$ cat config.mk
export PLATFORM = sky130hd
export DESIGN_NAME = uart_rx
export DESIGN_NICKNAME = d
export VERILOG_FILES = /design/src/rtl/uart_rx.sv
export SDC_FILE = /design/constraint.sdc
export NUM_CORES = 1
export LEC_CHECK = 0
export CORE_MARGIN = 1.5
export CORE_UTILIZATION = 50
export CTS_CLUSTER_SIZE = 30
export DETAILED_ROUTE_END_ITERATION = 16
export PLACE_DENSITY = 0.8
export SLEW_MARGIN = 0
export SYNTH_ARGS = -nofsm -noshare
export SYNTH_HDL_FRONTEND = slang
export SYNTH_SLANG_ARGS = --single-unit
$ cat constraint.sdc
create_clock -name clk -period 2.5 [get_ports clk]
set_input_delay 0.5 -clock clk [delete_from_list [all_inputs] [get_ports clk]]
set_output_delay 0.5 -clock clk [all_outputs]
set_load 0.02 [all_outputs]
$ cat src/rtl/uart_rx.sv
// 8N1 UART receiver, LSB first: synchronises rx_serial, samples each bit at mid-bit
// and presents each correctly framed byte with a one-cycle strobe.
//
// state | meaning
// IDLE  | waiting for a falling edge on the synchronised line
// START | timing half a bit to re-check the start bit
// DATA  | sampling 8 data bits, one per CLK_PER_BIT
// STOP  | sampling the stop bit; strobe valid or frame error
module uart_rx #(
  parameter int CLK_PER_BIT = 434
) (
  input  logic       clk,
  input  logic       rst_n,
  input  logic       rx_serial,
  output logic [7:0] rx_data,
  output logic       rx_valid,
  output logic       rx_frame_err,
  output logic       rx_active
);

  localparam int CW = $clog2(CLK_PER_BIT);
  localparam logic [CW-1:0] HALF = CW'((CLK_PER_BIT - 1) / 2);
  localparam logic [CW-1:0] LAST = CW'(CLK_PER_BIT - 1);

  typedef enum logic [1:0] {IDLE, START, DATA, STOP} state_t;

  state_t        state, state_nxt;
  logic [CW-1:0] cnt, cnt_nxt;
  logic [2:0]    idx, idx_nxt;
  logic [7:0]    shift, shift_nxt;
  logic [7:0]    data_nxt;
  logic          valid_nxt, ferr_nxt;
  logic          rx_meta, rx_s, rx_prev;

  // Sync flops reset high so an idle line never looks like an edge.
  always_ff @(posedge clk or negedge rst_n) begin
    if (!rst_n) begin
      rx_meta <= 1'b1;
      rx_s    <= 1'b1;
      rx_prev <= 1'b1;
    end else begin
      rx_meta <= rx_serial;
      rx_s    <= rx_meta;
      rx_prev <= rx_s;
    end
  end

  always_ff @(posedge clk or negedge rst_n) begin
    if (!rst_n) begin
      state        <= IDLE;
      cnt          <= '0;
      idx          <= '0;
      shift        <= '0;
      rx_data      <= 8'h00;
      rx_valid     <= 1'b0;
      rx_frame_err <= 1'b0;
    end else begin
      state        <= state_nxt;
      cnt          <= cnt_nxt;
      idx          <= idx_nxt;
      shift        <= shift_nxt;
      rx_data      <= data_nxt;
      rx_valid     <= valid_nxt;
      rx_frame_err <= ferr_nxt;
    end
  end

  always_comb begin
    state_nxt = state;
    cnt_nxt   = cnt;
    idx_nxt   = idx;
    shift_nxt = shift;
    data_nxt  = rx_data;
    valid_nxt = 1'b0;
    ferr_nxt  = 1'b0;
    unique case (state)
      IDLE: begin
        cnt_nxt = '0;
        idx_nxt = '0;
        if (rx_prev && !rx_s) state_nxt = START;
      end
      START: begin
        if (cnt == HALF) begin
          cnt_nxt   = '0;
          state_nxt = rx_s ? IDLE : DATA;
        end else begin
          cnt_nxt = cnt + 1'b1;
        end
      end
      DATA: begin
        if (cnt == LAST) begin
          cnt_nxt        = '0;
          shift_nxt[idx] = rx_s;
          if (idx == 3'd7) begin
            idx_nxt   = '0;
            state_nxt = STOP;
          end else begin
            idx_nxt = idx + 1'b1;
          end
        end else begin
          cnt_nxt = cnt + 1'b1;
        end
      end
      STOP: begin
        if (cnt == LAST) begin
          cnt_nxt   = '0;
          state_nxt = IDLE;
          if (rx_s) begin
            data_nxt  = shift;
            valid_nxt = 1'b1;
          end else begin
            ferr_nxt = 1'b1;
          end
        end else begin
          cnt_nxt = cnt + 1'b1;
        end
      end
      default: state_nxt = IDLE;
    endcase
  end

  assign rx_active = (state != IDLE);

endmodule
Word-level counts from Yosys, hierarchy flattened
Cells that the tools add are included.
{"block": "totals", "elab_cells": 58, "inputBits": 3, "register_bits": 35}
{"block": "classes", "n_mux": 22, "reduce_logical": 11, "addsub": 2, "magnitude_cmp": 2, "eq_ne": 11}
{"cell": "$pmux W9 S3", "count": 1}
{"cell": "$mux W9", "count": 2}
{"cell": "$mux W2", "count": 6}
{"cell": "$ne A2 B2 Y1 const B", "count": 5}
{"cell": "$add A9 B1 Y9 const B", "count": 1}
{"cell": "$eq A9 B8 Y1 const B", "count": 1}
{"cell": "$eq A9 B9 Y1 const B", "count": 1}
{"cell": "$bwmux W8", "count": 1}
{"cell": "$pmux W2 S4", "count": 1}
{"cell": "$mux W1", "count": 7}
{"cell": "$mux W3", "count": 2}
{"cell": "$pmux W3 S2", "count": 1}
{"cell": "$reduce_and A5 Y1", "count": 1}
{"cell": "$eq A2 B2 Y1 const B", "count": 2}
{"cell": "$lt A3 B4 Y1 const B", "count": 1}
{"cell": "$reduce_and A2 Y1", "count": 2}
{"cell": "$reduce_bool A2 Y1", "count": 2}
{"cell": "$add A3 B1 Y3 const B", "count": 1}
{"cell": "$demux W1 S3", "count": 1}
{"cell": "$eq A3 B3 Y1 const B", "count": 1}
{"cell": "$ge A3 B1 Y1 const B", "count": 1}
{"cell": "$reduce_and A3 Y1", "count": 1}
{"cell": "$eq A2 B1 Y1 const B", "count": 1}
{"cell": "$logic_and A1 B1 Y1", "count": 2}
{"cell": "other kinds (3)", "count": 3}

Logic depth before layout (Yosys ltp)
{"block": "logic_depth", "word_depth": 5, "mapped_depth": 6, "mapped_depth_nobuf": 5}

Worst setup path after synthesis
OpenSTA, ideal clock, no wires.
{"block": "synth_timing", "kind": "reg2reg", "startpoint": "reg cnt[0]", "endpoint": "reg cnt[5]", "synth_period_minus_slack_ps": 1717, "setup_slack_ps": 783, "t_arrival_ps": 1567, "setup_time_ps": 149, "stages_incl_launch_ff": 6, "path_buffers": 0, "cell_sequence": "dfrtp_1 -> inv_1 -> ha_1 -> or3b_2 -> o311ai_4 -> a22oi_1"}
{"block": "synth_between", "elab_chain_len": 3, "word_cells_on_any_way": 6}
{"element": "start, declared", "line": "28", "text": "logic [CW-1:0] cnt, cnt_nxt;"}
{"element": "start signal, assigned", "line": "59", "text": "cnt <= cnt_nxt;"}
{"element": "$add A9 B1 Y9 (tied with other cells)", "line": "87, 101, 115"}
{"element": "$mux W9, on equally long branches", "line": "91, 105, 83"}
{"element": "$pmux W9 S3 (*)", "line": "76", "text": "unique case (state)"}
{"element": "named net cnt_nxt[5]", "line": "28"}
Mark *: on every way through the listed nets, which the timed path passes. The rest lies on a longest branch.
A chain may end at the register's enable or synchronous reset.

Worst setup path in the final report
{"block": "layout_timing", "startpoint": "reg state[0]", "endpoint": "out rx_active"}
{"block": "layout_between", "elab_chain_len": 1}
{"element": "start, declared", "line": "27", "text": "state_t state, state_nxt;"}
{"element": "start signal, assigned", "line": "58", "text": "state <= state_nxt;"}
{"element": "$reduce_bool A2 Y1", "line": "122", "text": "assign rx_active = (state != IDLE);"}
{"element": "end, declared", "line": "18", "text": "output logic rx_active"}
Every way passes these cells.

==> impl_metrics.py <==
metrics = {
    "clock_tree": {
        "htree_levels": 2,
        "cts_max_path_buffers": 2,
        "clk_pin_slew_ns": 0.10,
        "postCtsSetupBuffers": 0,
        "clkSinkCount": 35,
        "clock_latency_ns": 0.34,
        "numCtsBuffers": 5,
        "root_buffer": "clkbuf_4",
        "postCtsResizedCells": 0,
        "tritoncts": "yes",
        "postCtsHoldBufs": 0,
    },
    "logic_synthesis": {
        "synth_top_area_share_pct": 47.1,
        "synthCells": 141,
        "ys_seq_area_share_pct": 51.8,
        "yosysWarnings": 0,
        "synth_area_leaders": "dfrtp_1 (47%), mux2_2 (11%), dfstp_2 (4.6%), nand4_1 (4.4%), ha_1 (3.7%)",
        "synthTopCellsByCount": "dfrtp_1 (32), mux2_2 (16), nand4_1 (12)",
        "synth_ff_type": "dfrtp_1",
        "syn-mean-instance-area_sq_um": 12.1,
        "synthArstFlopShare_pct": 100,
        "synth_edf_count": 0,
        "netlist.top_cell.by_area": "dfrtp_1",
        "syn_area_sq_um": 1700,
        "synth_most_common_cell": "dfrtp_1",
        "ys_types": 38,
        "synth_fp_nets": 149,
        "ys_ff_latch": 35,
    },
    "power_and_ir_drop": {
        "power.total_w": 0.00129,
        "irDropWorstVdd_mv": 0.491,
        "powerDensity_nw_per_um2": 662,
        "power_leakage_nw": 0.889,
    },
    "floorplan": {
        "fp.dieH_um": 61.3,
        "core-area_sq_um": 3130,
        "die_area_sq_um": 3760,
        "die_x_um": 61.3,
        "rows": 20,
        "initial_utilization_pct": 54.3,
        "ios": 14,
    },
    "global_route": {
        "gr-total-overflow": 0,
        "grt_use_total_pct": 20.3,
        "grt_pass1_wl_um": 5350,
        "grt_pass1_vias": 1139,
        "grt_start_max_net_pins": 36,
        "antenna_found_initial": 0,
    },
    "cells_and_area": {
        "nets": 163,
        "register_area_sq_um": 880,
        "design_area_sq_um": 1950,
        "multiInputGateArea_sq_um": 773,
        "fill_cells": 266,
        "diodes": 0,
        "drive_gt1_share_pct": 22.4,
        "area_growth_pct": 14.6,
        "final_cell_count_no_fill": 200,
    },
    "sta": {
        "hold_ws_ns": 0.363,
        "hold_violations": 0,
        "tns_ns": 0,
        "fmax_ghz": 0.429,
        "fin_worst_skew_ns": 0.0167,
        "report.final.slew_viol_count": 0,
        "maxSlewHeadroom_pct": 56.7,
        "period_needed_ns": 2.33,
        "fin_crit_sh_pct": 93.3,
        "rsz0062_at_grt": "false",
        "worstMarginPinSlew_ns": 0.646,
        "setup_violations": 0,
    },
    "worst_hold_path": {
        "min_delay_path_depth": 0,
        "worstHoldEndpoint": "rx_s$_DFF_PN1_",
        "hp-class": "reg2reg",
        "hold_start": "rx_meta$_DFF_PN1_",
    },
    "critical_path": {
        "reg2reg_depth": 5,
        "cp_max_fo": 16,
        "cp.required_ns": 2.00,
        "cp-end-kind": "output port",
        "rr_startpoint": "cnt[1]$_DFF_PN0_",
        "arrival_ns": 1.83,
        "startpoint_type": "flop",
        "rrSetupSlack_ns": 0.49,
        "timing.rr.end": "rx_data[5]$_DFFE_PN0P_",
        "crit_type": "reg2out",
    },
    "placed_design": {
        "hpwl_um": 2200,
        "io_buffers": 13,
        "post_dp_cell_area_sq_um": 1860,
        "place_inst": 192,
        "place.gp.congestion": 0.791,
    },
    "outcome": {
        "status": "complete, no violations",
    },
    "routing": {
        "wirelength_um": 3110,
        "dr_total_vias": 1190,
        "drc": 0,
        "drt_iter0_drc": 37,
        "ant_nets": 0,
        "dr.pass1.iters": 4,
        "vias_per_cell": 5.95,
        "routedWlPerCell_um": 15.6,
    },
    "flow_run": {
        "maxCapViolCount": 0,
    },
}
## worst max-delay path: stages, from the launching register on
cell             delay, ns
dfrtp_1               0.58
or2_2                 0.37
clkdlybuf4s50_1       0.54
## stage by stage
| stage | utilization [%] | setup slack [ns] |
|---|---|---|
| after global routing | 62.2 | 0.0599 |
| after floorplan | - | 0.783 |
| final | 62.2 | 0.167 |
| after global placement | 59.5 | 0.552 |
| after CTS | 62.2 | 0.146 |
| after detailed placement | 59.5 | 0.519 |
## cells in the final DEF, fill, tap and decap left out, drive strengths merged
cell type,synthesis,routed
nor3,2,2
a21boi,1,1
and4bb,1,1
o211ai,2,2
clkdlybuf4s50,0,13
nand2b,2,2
and4b,1,1
nand4,12,12
o311ai,2,2
nor4,4,4
nand4bb,1,1
xnor2,1,1
nor4bb,2,2
nand2,6,6
nand4b,2,2
or3,4,4
o21a,1,1
dfstp,3,3
a21oi,5,5
buf,4,1
ha,5,5
or3b,2,2
dfrtp,32,32
clkbuf,3,6
o21ai,5,5
a22oi,4,4
nand3,6,6
nor2b,1,1
a221o,1,1
clkinv,0,1
xor2,2,2
bufinv,0,1
or2,1,1
mux2,16,16
nor4b,2,2
inv,4,4
nor2,1,1
## cells by family (layout without fill, tap and decap cells)
family	Yosys count	count (layout)	share of synthesized area (%)
buffers and inverters	11	26	2.72
adder cells (fa/ha/maj)	5	5	3.68
multiplexers	16	16	10.6
AND/OR/NAND/NOR	50	50	20.5
XOR/XNOR	3	3	1.55
flip-flops	35	35	51.8
AO/OA/AOI/OAI	21	21	9.13
## flip-flops by register name, indices dropped and copies added, names as in the netlist, named ones only
signal	cells
cnt	9
idx	3
rx_data	8
rx_frame_err	1
rx_meta	1
rx_prev	1
rx_s	1
rx_valid	1
shift	8
state	1
## power breakdown
part,internal [W],switching [W],leakage [nW]
Combinational,0.0000902,0.0000873,0.372
Sequential,0.000611,0.0000826,0.468
Clock,0.000236,0.000183,0.0482
Total,0.000937,0.000352,0.889
## per-layer routing
layer / share of wire, % / track usage [%] / up-vias
met3: 4.9 / 8.82 / 7
li1: - / - / 563
met1: 44 / 25.1 / 594
met2: 50 / 31.9 / 26
met5: 0 / 0 / -
met4: 1.2 / 7.14 / 0
## worst max path at each step
stage | from | endpoint | slack (ns) | depth (start not counted)
4_1_cts | state[0]$_DFFE_PN0P_ | rx_active | 0.15 | 2
2_1_floorplan | cnt[0]$_DFF_PN0_ | cnt[5]$_DFF_PN0_ | 0.78 | 5
3_5_place_dp | cnt[1]$_DFF_PN0_ | rx_data[5]$_DFFE_PN0P_ | 0.52 | 5
3_3_place_gp | state[0]$_DFFE_PN0P_ | rx_active | 0.55 | 2
6_report | state[0]$_DFFE_PN0P_ | rx_active | 0.17 | 2
5_1_grt | state[0]$_DFFE_PN0P_ | rx_active | 0.06 | 2
## final cells by class
| type | count | area share [%] |
|---|---|---|
| clock buffers | 6 | 2.63 |
| clock inverters | 2 | 1.80 |
| inverters | 4 | 0.771 |
| multi-input cells | 95 | 39.7 |
| flip-flops and latches | 35 | 45.2 |
| well taps | 44 | 2.83 |
| repair buffers | 14 | 7.07 |
(Power assumes the default switching activity.)
